<file path="src/rtl/control_sequencer.sv">
// -----------------------------------------------------------------------------
// control_sequencer
//   Hardwired control unit for the Datapath. Steps through the instruction
//   fetch (T0-T2), decodes IR[31:27] and runs the execute steps (T3-T7) of
//   each instruction class, one control step per Clock cycle.
//
// Ports
//   Clock      in   system clock, rising edge
//   Clear      in   asynchronous active-low reset
//   IR[31:0]   in   instruction register, opcode = IR[31:27]
//   CON_out    in   branch condition from the Datapath CON logic
//   Mem_ready  in   memory has completed the current read/write
//   Stop       in   halt request, honoured only at instruction end
//   PCout, Zlowout, MDRout, Cout, BAout, Rout            out  bus-drive selects
//   MARin, Zin, PCin, MDRin, IRin, Yin, Rin, CONin       out  load enables
//   Gra, Grb, Grc                                        out  register-field selects
//   IncPC, Read, Write                                   out  PC increment / memory strobes
//   ALU_op[4:0]  out  ALU operation (ADD unless an ALU-class T4)
//   Step[3:0]    out  current step 0..7, 4'hF in RESET/HALT
//   Run          out  high while executing
// -----------------------------------------------------------------------------
module control_sequencer #(
  parameter int unsigned USE_MEM_READY = 1,
  parameter logic [4:0]  HALT_OP       = 5'b11011
) (
  input  logic        Clock,
  input  logic        Clear,
  input  logic [31:0] IR,
  input  logic        CON_out,
  input  logic        Mem_ready,
  input  logic        Stop,
  output logic        PCout,
  output logic        Zlowout,
  output logic        MDRout,
  output logic        Cout,
  output logic        BAout,
  output logic        Rout,
  output logic        MARin,
  output logic        Zin,
  output logic        PCin,
  output logic        MDRin,
  output logic        IRin,
  output logic        Yin,
  output logic        Rin,
  output logic        CONin,
  output logic        Gra,
  output logic        Grb,
  output logic        Grc,
  output logic        IncPC,
  output logic        Read,
  output logic        Write,
  output logic [4:0]  ALU_op,
  output logic [3:0]  Step,
  output logic        Run
);

  // T-states are encoded with their step number so Step is a direct copy.
  typedef enum logic [3:0] {
    S_T0    = 4'd0,
    S_T1    = 4'd1,
    S_T2    = 4'd2,
    S_T3    = 4'd3,
    S_T4    = 4'd4,
    S_T5    = 4'd5,
    S_T6    = 4'd6,
    S_T7    = 4'd7,
    S_RESET = 4'd8,
    S_HALT  = 4'd9
  } state_e;

  localparam logic [4:0] OP_LD   = 5'b00000;
  localparam logic [4:0] OP_LDI  = 5'b00001;
  localparam logic [4:0] OP_ST   = 5'b00010;
  localparam logic [4:0] OP_ADD  = 5'b00011;
  localparam logic [4:0] OP_SUB  = 5'b00100;
  localparam logic [4:0] OP_AND  = 5'b00101;
  localparam logic [4:0] OP_OR   = 5'b00110;
  localparam logic [4:0] OP_ADDI = 5'b01100;
  localparam logic [4:0] OP_BR   = 5'b10010;
  localparam logic [4:0] OP_JR   = 5'b10011;

  state_e     state_q, state_d;
  state_e     end_state;
  logic [4:0] opcode;
  logic       is_alu, is_imm, is_ldst, is_ld, is_st, is_br, is_jr;
  logic       mem_done;
  logic       unused_ir;

  assign opcode    = IR[31:27];
  assign unused_ir = ^IR[26:0];

  assign is_alu  = (opcode == OP_ADD) || (opcode == OP_SUB) ||
                   (opcode == OP_AND) || (opcode == OP_OR);
  assign is_imm  = (opcode == OP_ADDI) || (opcode == OP_LDI);
  assign is_ld   = (opcode == OP_LD);
  assign is_st   = (opcode == OP_ST);
  assign is_ldst = is_ld || is_st;
  assign is_br   = (opcode == OP_BR);
  assign is_jr   = (opcode == OP_JR);

  // With the handshake disabled every memory step completes in one cycle.
  assign mem_done  = (USE_MEM_READY == 0) || Mem_ready;
  // Where the last step of an instruction goes; Stop only matters here.
  assign end_state = Stop ? S_HALT : S_T0;

  always_ff @(posedge Clock or negedge Clear) begin
    if (!Clear) state_q <= S_RESET;
    else        state_q <= state_d;
  end

  always_comb begin
    state_d = state_q;
    PCout = 1'b0; Zlowout = 1'b0; MDRout = 1'b0; Cout = 1'b0;
    BAout = 1'b0; Rout = 1'b0;
    MARin = 1'b0; Zin = 1'b0; PCin = 1'b0; MDRin = 1'b0;
    IRin = 1'b0; Yin = 1'b0; Rin = 1'b0; CONin = 1'b0;
    Gra = 1'b0; Grb = 1'b0; Grc = 1'b0;
    IncPC = 1'b0; Read = 1'b0; Write = 1'b0;
    ALU_op = OP_ADD;
    Step   = state_q;
    Run    = 1'b1;

    case (state_q)
      S_RESET: begin
        ALU_op  = 5'b00000;
        Step    = 4'hF;
        Run     = 1'b0;
        state_d = S_T0;
      end
      S_T0: begin
        PCout = 1'b1; MARin = 1'b1; IncPC = 1'b1; Zin = 1'b1;
        state_d = S_T1;
      end
      S_T1: begin
        Zlowout = 1'b1; PCin = 1'b1; Read = 1'b1; MDRin = 1'b1;
        if (mem_done) state_d = S_T2;
      end
      S_T2: begin
        MDRout = 1'b1; IRin = 1'b1;
        state_d = S_T3;
      end
      S_T3: begin
        // HALT_OP is tested first so an overridden value always wins.
        if (opcode == HALT_OP) begin
          state_d = S_HALT;
        end else if (is_alu || opcode == OP_ADDI) begin
          Grb = 1'b1; Rout = 1'b1; Yin = 1'b1;
          state_d = S_T4;
        end else if (opcode == OP_LDI || is_ldst) begin
          Grb = 1'b1; BAout = 1'b1; Yin = 1'b1;
          state_d = S_T4;
        end else if (is_br) begin
          Gra = 1'b1; Rout = 1'b1; CONin = 1'b1;
          state_d = S_T4;
        end else if (is_jr) begin
          Gra = 1'b1; Rout = 1'b1; PCin = 1'b1;
          state_d = end_state;
        end else begin
          state_d = end_state;
        end
      end
      S_T4: begin
        state_d = S_T5;
        if (is_alu) begin
          Grc = 1'b1; Rout = 1'b1; Zin = 1'b1; ALU_op = opcode;
        end else if (is_imm || is_ldst) begin
          Cout = 1'b1; Zin = 1'b1;
        end else if (is_br) begin
          PCout = 1'b1; Yin = 1'b1;
        end else begin
          state_d = S_T0;
        end
      end
      S_T5: begin
        if (is_alu || is_imm) begin
          Zlowout = 1'b1; Gra = 1'b1; Rin = 1'b1;
          state_d = end_state;
        end else if (is_ldst) begin
          Zlowout = 1'b1; MARin = 1'b1;
          state_d = S_T6;
        end else if (is_br) begin
          Cout = 1'b1; Zin = 1'b1;
          state_d = S_T6;
        end else begin
          state_d = S_T0;
        end
      end
      S_T6: begin
        if (is_ld) begin
          Read = 1'b1; MDRin = 1'b1;
          if (mem_done) state_d = S_T7;
        end else if (is_st) begin
          Gra = 1'b1; Rout = 1'b1; MDRin = 1'b1;
          state_d = S_T7;
        end else if (is_br) begin
          Zlowout = 1'b1; PCin = CON_out;
          state_d = end_state;
        end else begin
          state_d = S_T0;
        end
      end
      S_T7: begin
        if (is_ld) begin
          MDRout = 1'b1; Gra = 1'b1; Rin = 1'b1;
          state_d = end_state;
        end else if (is_st) begin
          Write = 1'b1;
          if (mem_done) state_d = end_state;
        end else begin
          state_d = S_T0;
        end
      end
      S_HALT: begin
        ALU_op = 5'b00000;
        Step   = 4'hF;
        Run    = 1'b0;
      end
      default: begin
        ALU_op  = 5'b00000;
        Step    = 4'hF;
        Run     = 1'b0;
        state_d = S_RESET;
      end
    endcase
  end

endmodule
</file>
<file path="config.mk">
export PLATFORM = sky130hd
export DESIGN_NAME = control_sequencer
export DESIGN_NICKNAME = d
export VERILOG_FILES = /design/src/rtl/control_sequencer.sv
export SDC_FILE = /design/constraint.sdc
export NUM_CORES = 1
export LEC_CHECK = 0
export CORE_ASPECT_RATIO = 1.4
export CORE_MARGIN = 2
export CORE_UTILIZATION = 32
export DETAILED_ROUTE_END_ITERATION = 16
export PLACE_DENSITY = 0.89
export SYNTH_ARGS = -nofsm -noshare
export SYNTH_HDL_FRONTEND = slang
export SYNTH_SLANG_ARGS = --single-unit
</file>
<file path="constraint.sdc">
create_clock -name Clock -period 1.5 [get_ports Clock]
set_input_delay 0.15 -clock Clock [delete_from_list [all_inputs] [get_ports Clock]]
set_output_delay 0.15 -clock Clock [all_outputs]
set_load 0.02 [all_outputs]
</file>
==> flow_summary.yaml <==
outcome:
  status: "finished with violations"
  violations: "negative setup slack"
critical_path:
  cpPeakStageDelay_ps: 470
  r2r_slack_ps: -450
  worstSetupPathType: "reg -> reg"
  cp_top_family: "buffers and inverters"
  crit_path_frequent_cell: "buf_6"
  setup.worst_path.end: "state_q[0]$_DFFE_PN0P_"
  path_buf_inv: 5
  rr_endpoint: "state_q[0]$_DFFE_PN0P_"
  cp_cell_sequence: "buf_6 -> buf_6 -> inv_2 -> buf_6 -> buf_4 -> nor3_2 -> a22oi_2 -> a21oi_2 -> a21oi_2"
  start_kind: "flip-flop"
  reg2reg_depth: 9
  arrival_ps: 2050
  crit_required_ps: 1600
  path_max_fanout: 5
  cp_slowest_cell: "dfrtp_2"
  crit_start: "state_q[0]$_DFFE_PN0P_"
  critical_path_cell_count: 9
  crit_path_end_kind: "flip-flop"
  regToRegStartpoint: "state_q[0]$_DFFE_PN0P_"
run:
  cap_violations: 0
cells_and_area:
  reg_top3: "state_q (4)"
  regArea_um2: 105
  multi_input_area_um2: 1190
  fin_area_um2: 2500
  utilization_pct: 88.6
  antenna_cells: 0
  syn_to_final_growth_pct: 166
  layout-drive-gt1-share_pct: 75.2
  nets: 288
  largest_reg_flops: 4
  top_register: "state_q"
  layout.cells.non_filler: 287
  fillers: 119
drt:
  drtPass1Iterations: 4
  drt-initial-drc-count: 100
  dr_total_vias: 1797
  routed_via_density: 6.26
  ant_nets: 0
  drcViolationCount: 0
  wl_per_cell_um: 25.0
  routed_wl_mm: 7.18
die:
  die_area_um2: 3400
  die_y_um: 68.2
  die_w_um: 49.8
  core_um2: 2820
  start_util_pct: 33.4
  num_rows: 23
  ioPinCount: 67
logic_synthesis:
  synthCells: 149
  syn_area_per_cell_um2: 6.31
  synth_area_um2: 941
  yosysWarnings: 0
  ys_types: 49
  async_flop_share_pct: 100
  synth_seq_area_share_pct: 10.8
  synth_seq_cells: 4
  synth_edf_count: 0
  synth_flop_cell: "dfrtp_1"
placement:
  dp_slack_ps: -1010
  dpl.hpwl_mm: 2.97
  port_buffers: 37
  placed_cell_area_um2: 1720
  dp.cells: 251
  place.gp.congestion: 0.953
global_routing:
  grtUsageTotal_pct: 29.4
  grt_max_degree: 11
  grt_pass1_vias: 1612
  overflow: 0
  grt_first_pass_wirelength_mm: 7.71
  antenna_found_initial: 0
clocking:
  ctsLongestPathBuffers: 2
  clock_latency_ps: 230
  cts-root-buf: "clkbuf_8"
  clock-sinks: 4
  cts_tree: "built"
  path_clk_slew_ps: 40
  cts_buffers: 3
  htreeDepth: 1
power_and_ir_drop:
  leakage_uw: 0.00111
  ir_drop_uv: 1150
  p_per_area_nw_per_um2: 1790
timing:
  maxSlewViolCount: 0
  clock_skew_ps: 2.15
  setup_viol_count_final: 29
  worst_slack_ps: -454
  rsz0062_at_grt: "yes"
  fin_tns_setup_ps: -4860
  hold_viol: 0
  period_needed_ps: 1950
  min_period_over_period_pct: 130
  fmax_ghz: 0.512
worst_hold_path:
  hold_path.class: "in -> async"
-- worst register-to-register path, stage by stage, from the launching register on --
cell     delay, ps
dfrtp_2        470
buf_6          170
buf_6          110
inv_2           50
buf_6          110
buf_4          160
nor3_2         370
a22oi_2        130
a21oi_2        190
a21oi_2         50
-- stage by stage --
| stage | hold slack, ps | power, uW |
|---|---|---|
| 4_1_cts | 127 | 3280 |
| 3_5_place_dp | 358 | 2580 |
| 5_1_grt | 154 | 4570 |
| 3_3_place_gp | 356 | 2530 |
| 6_report | 142 | 4470 |
| 2_1_floorplan | -146 | 1550 |
-- cell usage in the layout (no fill, tap or decap), drive strengths merged, types with 2 or more instances in the layout --
cell,instances
buf,106
a21oi,16
nor2,15
nand2,11
nand3,7
nor3,6
inv,6
o21ai,5
clkbuf,5
nor2b,5
clkdlybuf4s50,4
nand2b,4
a31oi,4
or2,3
o21bai,3
dfrtp,3
and2,3
and3,3
nor3b,3
a211o,2
a21o,2
nand4,2
nand4b,2
a211oi,2
conb,2
nor4,2
o32ai,2
o22ai,2
-- how the worst min path moves through the flow --
| stage | end | slack [ps] | cells after the start |
|---|---|---|---|
| 4_1_cts | state_q[2]$_DFFE_PN0P_ | 130 | 1 |
| 5_1_grt | state_q[2]$_DFFE_PN0P_ | 150 | 1 |
| 3_5_place_dp | state_q[2]$_DFFE_PN0P_ | 360 | 1 |
| 6_report | state_q[1]$_DFFE_PN0P_ | 140 | 1 |
| 2_1_floorplan | state_q[0]$_DFFE_PN0P_ | -150 | 0 |
| 3_3_place_gp | state_q[1]$_DFFE_PN0P_ | 360 | 1 |
-- cells in the mapped netlist (2+ instances only) --
cell	instances	share of area (%)
o21bai_1	3	2.4
dfrtp_1	3	8.0
clkbuf_1	9	3.6
a21o_1	2	1.6
or2_2	2	1.3
nand2_1	11	4.4
nand2b_1	4	2.7
o22ai_1	2	1.3
buf_4	2	1.6
inv_1	6	2.4
o32ai_1	2	1.9
nor2b_1	5	3.3
a21oi_1	16	8.5
nand4_1	2	1.3
nand4b_1	2	1.9
nor2_1	15	6.0
nor3_1	6	3.2
a31oi_1	4	2.7
nor3b_1	3	2.4
nand3_1	7	3.7
a211o_1	2	1.9
o21ai_0	5	2.7
a211oi_1	2	1.6
and2_1	3	2.0
and3_1	3	2.0
buf_2	5	2.7
-- power by group --
part	internal, uW	total [uW]	switching [uW]
Combinational	1930	3920	2000
Clock	184	265	81.4
Sequential	166	283	118
Total	2280	4470	2190
-- layer usage --
| metal | vias up | GRT usage, % | share of wire (%) |
|---|---|---|---|
| met5 | - | 0 | 0 |
| met4 | 0 | 14.2 | 6.3 |
| met3 | 37 | 3.06 | 7.6 |
| met2 | 137 | 59.8 | 52 |
| met1 | 875 | 29.3 | 34 |
| li1 | 748 | - | - |
-- cell type report --
cell class	count	area share, %
Tap cell	37	1.85
Timing Repair Buffer	113	43.4
Clock buffer	4	1.80
Multi-Input combinational cell	123	47.7
Inverter	6	1.00
Sequential cell	4	4.20
-- logic make-up after synthesis --
logic type | Yosys count | synth area share (%)
compound gates | 48 | 34.8
xor+xnor | 2 | 1.86
buf+inv | 23 | 10.6
flops | 4 | 10.8
other cells | 1 | 0.399
simple gates | 71 | 41.5
-- what timing repair did --
action / 4_1_cts / 5_1_grt
setup buffers: 12 / 24
cloned: 1 / 0
pin swaps: 23 / 27
resized for setup: 225 / 76
setup endpoints to repair: 32 / 28
hold buffers: 0 / 0
(Power assumes the default switching activity.)
